### src/rtl/muldiv_unit.sv
// Iterative multiply/divide unit: shift-add multiplier and restoring divider
// sharing one {hi, lo} working register, with signed correction on the way out.
module muldiv_unit #(
  parameter int unsigned WIDTH = 32,
  parameter int unsigned CNT_W = $clog2(WIDTH) + 1
) (
  input  logic               clk,
  input  logic               rst,
  input  logic               flush,
  input  logic               opn_valid,
  output logic               opn_ready,
  input  logic [1:0]         op,
  input  logic [WIDTH-1:0]   a,
  input  logic [WIDTH-1:0]   b,
  output logic               res_valid,
  input  logic               res_ready,
  output logic [2*WIDTH-1:0] result,
  output logic               div_by_zero,
  output logic               busy
);

  typedef enum logic [1:0] {IDLE, CALC, SIGN, DONE} state_t;

  state_t           state;
  state_t           state_n;
  logic [CNT_W-1:0] cnt;
  logic             is_div;
  logic             neg_res;
  logic             neg_rem;
  logic [WIDTH-1:0] hi;
  logic [WIDTH-1:0] lo;
  logic [WIDTH-1:0] opb;

  logic             accept;
  logic             op_div;
  logic             op_signed;
  logic             b_zero;
  logic [WIDTH-1:0] a_mag;
  logic [WIDTH-1:0] b_mag;
  logic [WIDTH:0]   mul_sum;
  logic [WIDTH:0]   div_shift;
  logic             q_bit;
  logic [2*WIDTH-1:0] prod_mag;
  logic [2*WIDTH-1:0] prod_fix;
  logic [WIDTH-1:0] quo_fix;
  logic [WIDTH-1:0] rem_fix;

  // Operand decode and per-iteration datapath
  assign opn_ready = (state == IDLE) && !rst;
  assign accept    = opn_valid && opn_ready && !flush;
  assign op_div    = op[1];
  assign op_signed = op[0];
  assign b_zero    = (b == '0);
  assign a_mag     = (op_signed && a[WIDTH-1]) ? -a : a;
  assign b_mag     = (op_signed && b[WIDTH-1]) ? -b : b;

  // Multiply step adds the multiplicand when the current multiplier LSB is set
  assign mul_sum   = {1'b0, hi} + (lo[0] ? {1'b0, opb} : '0);
  // Divide step brings down the next dividend bit and trials the divisor
  assign div_shift = {hi, lo[WIDTH-1]};
  assign q_bit     = (div_shift >= {1'b0, opb});

  assign prod_mag  = {hi, lo};
  assign prod_fix  = neg_res ? -prod_mag : prod_mag;
  assign quo_fix   = neg_res ? -lo : lo;
  assign rem_fix   = neg_rem ? -hi : hi;

  // Next-state decode; rst and flush always return to IDLE
  always_comb begin
    state_n = state;
    unique case (state)
      IDLE: if (accept) state_n = (op_div && b_zero) ? DONE : CALC;
      CALC: if (cnt == CNT_W'(WIDTH - 1)) state_n = SIGN;
      SIGN: state_n = DONE;
      DONE: if (res_ready) state_n = IDLE;
      default: state_n = IDLE;
    endcase
    if (rst || flush) state_n = IDLE;
  end

  // State register plus registered status outputs
  always_ff @(posedge clk) begin
    if (rst) begin
      state     <= IDLE;
      res_valid <= 1'b0;
      busy      <= 1'b0;
    end else begin
      state     <= state_n;
      res_valid <= (state_n == DONE);
      busy      <= (state_n != IDLE);
    end
  end

  // Operand capture, iteration and result registration
  always_ff @(posedge clk) begin
    if (rst) begin
      cnt         <= '0;
      is_div      <= 1'b0;
      neg_res     <= 1'b0;
      neg_rem     <= 1'b0;
      hi          <= '0;
      lo          <= '0;
      opb         <= '0;
      result      <= '0;
      div_by_zero <= 1'b0;
    end else if (flush) begin
      cnt         <= '0;
      result      <= '0;
      div_by_zero <= 1'b0;
    end else begin
      unique case (state)
        IDLE: begin
          if (accept) begin
            cnt     <= '0;
            is_div  <= op_div;
            neg_res <= op_signed && (a[WIDTH-1] ^ b[WIDTH-1]);
            neg_rem <= op_signed && op_div && a[WIDTH-1];
            hi      <= '0;
            lo      <= op_div ? a_mag : b_mag;
            opb     <= op_div ? b_mag : a_mag;
            if (op_div && b_zero) begin
              result      <= {a, {WIDTH{1'b1}}};
              div_by_zero <= 1'b1;
            end else begin
              div_by_zero <= 1'b0;
            end
          end
        end
        CALC: begin
          cnt <= cnt + 1'b1;
          if (is_div) begin
            hi <= q_bit ? WIDTH'(div_shift - {1'b0, opb}) : div_shift[WIDTH-1:0];
            lo <= {lo[WIDTH-2:0], q_bit};
          end else begin
            hi <= mul_sum[WIDTH:1];
            lo <= {mul_sum[0], lo[WIDTH-1:1]};
          end
        end
        SIGN: result <= is_div ? {rem_fix, quo_fix} : prod_fix;
        DONE: ;
        default: ;
      endcase
    end
  end

endmodule

### config.mk
export PLATFORM = sky130hd
export DESIGN_NAME = muldiv_unit
export DESIGN_NICKNAME = d
export VERILOG_FILES = /design/src/rtl/muldiv_unit.sv
export SDC_FILE = /design/constraint.sdc
export NUM_CORES = 1
export LEC_CHECK = 0
export BUFFER_PORTS_ARGS = -buffer_cell sky130_fd_sc_hd__buf_4
export CORE_UTILIZATION = 30
export CTS_BUF_LIST = sky130_fd_sc_hd__clkbuf_4 sky130_fd_sc_hd__clkbuf_8 sky130_fd_sc_hd__clkbuf_16
export DETAILED_ROUTE_END_ITERATION = 6
export GPL_ROUTABILITY_DRIVEN = 0
export PLACE_DENSITY_LB_ADDON = 0.2
export SKIP_CTS_REPAIR_TIMING = 1
export SLEW_MARGIN = 15
export SYNTH_ARGS = -nofsm -noshare
export SYNTH_HDL_FRONTEND = slang
export SYNTH_SLANG_ARGS = --single-unit
### constraint.sdc
create_clock -name clk -period 4.4 [get_ports clk]
set_input_delay 0.22 -clock clk [delete_from_list [all_inputs] [get_ports clk]]
set_output_delay 0.22 -clock clk [all_outputs]
set_load 0.02 [all_outputs]
# [Word-level counts from Yosys, hierarchy flattened]
# Index checks and enable logic that the tools add are counted.
# Widths: inputs -> output; s select.
[totals] inputBits=71 word_cells=81 out_inout_bits=68 regBits=174
[op_classes] n_lt_le_gt_ge=1 eq_ne=7 add_sub_neg=8 n_reduce_logical=23 mux=28 bitwise=2
[op_table] op="$mux 32" count=12
[op_table] op="$mux 64" count=4
[op_table] op="$neg 32->32" count=4
[op_table] op="$pmux 32 s2" count=2
[op_table] op="$pmux 64 s2" count=1
[op_table] op="$neg 64->64" count=1
[op_table] op="$add 32x32->33" count=1
[op_table] op="$ge 33x32->1" count=1
[op_table] op="$logic_not 32->1" count=1
[op_table] op="$sub 32x32->32" count=1
[op_table] op="$pmux 6 s2" count=1
[op_table] op="$mux 2" count=5
[op_table] op="$logic_and 1x1->1" count=9
[op_table] op="$reduce_and 3->1" count=3
[op_table] op="$pmux 2 s4" count=1
[op_table] op="$add 6x1->6 const B" count=1
[op_table] op="$eq 2x2->1 const B" count=3
[op_table] op="$eq 6x5->1 const B" count=1
[op_table] op="$mux 6" count=1
[op_table] op="$reduce_bool 2->1" count=3
[op_table] op="$reduce_and 2->1" count=2
[op_table] op="$eq 2x1->1 const B" count=1
[op_table] op="$logic_not 1->1" count=2
[op_table] op="$logic_not 2->1" count=1
[op_table] op="7 further kinds" count=7

# [Depth between registers and ports, before layout]
[depth] depth_word=8 ltp_mapped=15 ltp_nobuf=14

# [Worst setup path before layout]
# Ideal clock, no wire load.
[synth_path] kind="register to register" start="register lo[0]" end="register hi[24]" n_path_buf=1 t_required_ns=4.266 synth_period_minus_slack_ns=3.114 setup_slack_ns=1.286 path_stages_with_launch=15 setup_ns=0.134 arrival_time_ns=2.979 path_cell_list="dfxtp_1 inv_1 clkbuf_1 nor2_1 ha_1 and4_1 nor2b_1 o311a_1 o31ai_1 o21ai_0 a21oi_1 nor2_1 a31oi_1 xor2_1 o221ai_1"
[synth_via] elab_chain_len=4
[synth_lines] element="start, declared" line_no="31" rtl="logic [WIDTH-1:0] lo;"
[synth_lines] element="start signal, assigned" line_no="119" rtl="lo <= op_div ? a_mag : b_mag;"
[synth_lines] element="start signal, assigned" line_no="133" rtl="lo <= {lo[WIDTH-2:0], q_bit};"
[synth_lines] element="start signal, assigned" line_no="136" rtl="lo <= {mul_sum[0], lo[WIDTH-1:1]};"
[synth_lines] element="$mux 32" line_no="58" rtl="assign mul_sum = {1'b0, hi} + (lo[0] ? {1'b0, opb} : '0);"
[synth_lines] element="$add 32x32->33" line_no="58"
[synth_lines] element="$mux 32" line_no="131" rtl="if (is_div) begin"
[synth_lines] element="$pmux 32 s2" line_no="111" rtl="unique case (state)"
[synth_lines] element="end signal, assigned" line_no="132" rtl="hi <= q_bit ? WIDTH'(div_shift - {1'b0, opb}) : div_shift[WIDTH-1:0];"
[synth_lines] element="end signal, assigned" line_no="135" rtl="hi <= mul_sum[WIDTH:1];"
[synth_lines] element="end, declared" line_no="30" rtl="logic [WIDTH-1:0] hi;"
# No other way between the ends.
# A chain may end at the register's enable or synchronous reset.

# [Worst setup path after layout]
[layout_path] start="register hi[0]" end="register hi[31]"
[layout_via] elab_chain_len=4 elab_cells_between_ends=6 cone_classes="2 x add/sub; 1 x order compare; 3 x mux"
[layout_lines] element="$sub 32x32->32 / $ge 33x32->1 (equally long branches)" line_no="132, 61"
[layout_lines] element="$mux 32" line_no="132"
[layout_lines] element="$mux 32 *" line_no="131"
[layout_lines] element="$pmux 32 s2 *" line_no="111"
# Every way passes the cells marked *; elsewhere a longest branch is shown, timed or not.

==> results.ini <==
[pwr]
p_switching_mw = 1.53
power_density_nw_per_um2 = 264
switching_share_pct = 34.9
power_frac_seq_pct = 37.7
irDropWorstVdd_v = 0.000263
power_mw = 4.39
comb_power_share_pct = 24.3
p_int_mw = 2.85
clkPwrFrac_pct = 37.9
p_leak_nw = 6.76

[setup_path]
r2r-end = hi[31]
crit_path_max_incr_delay_ns = 0.58
reg2reg_depth = 13
crit_chain = ha_1 -> inv_1 -> fa_1 -> nand2b_1 -> a21oi_1 -> o41ai_1 -> o21ai_0 -> a31oi_1 -> o21ai_0 -> nand3_1 -> or2_2 -> a31oi_1 -> a32o_1
r2r_start = hi[0]
critPathMaxFanout = 11
crit_slowest_cell = dfxtp_1
ff2ff_setup_slack_ns = 0.31
criticalPathCategory = flip-flop to flip-flop
critPathRequiredTime_ns = 4.81
end_kind = flip-flop
worst_ep_arrival_time_ns = 4.50
startpoint_type = flip-flop

[drt]
ant_nets = 0
vias_per_cell = 5.77
wl_per_cell_um = 22.2
vias = 15200
drt_wl_total_mm = 58.5
firstDrtPassIters = 7
route.detailed.drc = 1
drt_iter0_markers = 1511

[yosys]
synth_top_cell_by_area = dfxtp_1
synthFlopType = dfxtp_1
ys_seq_area_share_pct = 24.2
yosys.cell_types.count = 77
ys_async_sr_fraction_pct = 0
ys_ff_latch = 174
synth_area_leaders = dfxtp_1, a21oi_1, ha_1, xor2_1, nor2_1
synth_edf_count = 0
syn-instance-count = 1954
synth_warnings = 0
syn-cell-area_um2 = 14400
syn_area_per_cell_um2 = 7.37
syn_nets = 2096
yosysTopAreaCellShare_pct = 24.2

[worst_hold_path]
hp-class = input pin to flip-flop
holdPathEnd = result[61]
min-delay-start = a[29]
min_path_cells = 3

[global_route]
grt_pass1_wl_mm = 86.9
use_met1_pct = 31.4
antenna_found_initial = 1
grt.busiest_layer = met2
grt_overflow = 0
use_met3_pct = 4.44
grtUsageTotal_pct = 23.2
grt_max_degree = 76
use_met2_pct = 36.2
grt_pass1_vias = 13800

[clock_network]
clk_pin_slew_ns = 0.08
clockBufferDepth = 2
root_buffer = clkbuf_16
cts_buffers = 17
clock_sinks = 174
clk_latency_ns = 0.47
cts_tree = done
cts_max_level = 4

[timing]
tns_ns = 0
final_hold_viol_count = 0
skew_ns = 0.0144
period_share_pct = 92.9
timing.final.ws_setup_ns = 0.311
holdWs_ns = 0.0646
setup_viol = 0
finalCriticalPeriod_ns = 4.09
fmax_mhz = 245
maxSlewViolCount = 0
rsz0062_at_grt = false
relSlewSlack_pct = 30.1
max_slew.worst_pin.slew_ns = 1.05

[layout]
diodes = 0
fillCellCount = 5005
syn_to_final_growth_pct = 15.4
drive_gt1_share_pct = 12.8
final_core_util_pct = 35.4
nets = 2160
final_cell_mix = nor2_1, a21oi_1, buf_4, nand2_1, dfxtp_1
final_common_cell = nor2_1

[floorplan]
io_pins = 139
coreArea_um2 = 47000
start_util_pct = 30.7
num_rows = 79
die_x_um = 221
fp.dieH_um = 221
dieArea_um2 = 48900

[status]
violations = DRC
status = complete, but fails checks

[placed_design]
io_buffers = 138
dp_hpwl_mm = 45.4
dp_worst_setup_slack_ns = 0.471

[run]
maxCapViolations = 0

## power by group through the flow
stage,Combinational [mW],Clock (mW),Sequential (mW)
finish,1.07,1.66,1.66
global route,1.15,1.74,1.66
CTS,1.05,1.68,1.65
detailed placement,1.05,0,1.69
global placement,1.04,0,1.69
floorplan,0.702,0,1.66
## cell type report
class / instances / area, µm² / area share [%]
inverter: 62 / 233 / 1.40
tap: 607 / 759 / 4.57
multi-input combinational: 1580 / 10200 / 61.1
clock inverter: 14 / 178 / 1.07
sequential: 174 / 3490 / 21.0
clock buffer: 18 / 433 / 2.60
timing repair buffer: 183 / 1370 / 8.26
## sequential cells by signal, summed over array words and instances, names as in the netlist
| name | count |
|---|---|
| busy | 1 |
| cnt | 6 |
| div_by_zero | 1 |
| hi | 32 |
| is_div | 1 |
| lo | 32 |
| neg_rem | 1 |
| neg_res | 1 |
| opb | 32 |
| res_valid | 1 |
| result | 64 |
| state | 2 |
## cell families (layout without fill, tap and decap cells)
group,after synthesis,after routing,synth area share (%)
flip-flops,174,174,24.2
adder cells (fa/ha/maj),71,71,6.27
XOR/XNOR,165,165,10.0
AND/OR/NAND/NOR,635,635,20.8
multiplexers,58,58,4.11
buffers and inverters,200,277,5.44
AO/OA/AOI/OAI,651,651,29.1
## worst max path at each step
stage                from      to  slack, ns  cells past startpoint
floorplan           lo[0]  hi[24]       1.29                     14
global placement    hi[0]  hi[29]       0.61                     13
detailed placement  hi[0]  hi[31]       0.47                     13
CTS                 hi[0]  hi[31]       0.44                     13
global route        lo[0]  hi[28]       0.07                     14
finish              hi[0]  hi[31]       0.31                     13
## through the flow
stage	cell area (µm²)	instances
6_report	16600	2638
3_3_place_gp	16000	2606
3_5_place_dp	16000	2606
2_1_floorplan	14400	1954
5_1_grt	16600	2638
4_1_cts	16600	2638
## critical path: cells and delay by family, from the launching register on
family | cells | cell delay, ns
buf+inv | 1 | 0.07
simple gates | 3 | 0.66
compound gates | 7 | 2.06
flops | 1 | 0.58
fa+ha+maj | 2 | 0.66
## cells in the mapped netlist, drive strengths merged (14+ instances only)
cell type	instances
a211oi	44
a21o	36
a21oi	191
a22oi	17
a31oi	18
buf	22
clkbuf	116
dfxtp	174
ha	69
inv	62
mux2i	49
nand2	177
nand2b	17
nand3	50
nor2	207
nor2b	14
nor3	64
nor4	19
o211ai	45
o21ai	141
o221ai	26
o31ai	40
or3	25
or4	18
xnor2	75
xor2	90
## layer usage
layer	vias up	part of all wire, %
li1	7248	-
met5	-	0
met2	604	45
met4	0	3.5
met1	7270	45
met3	92	6.9
(Power assumes the default switching activity.)
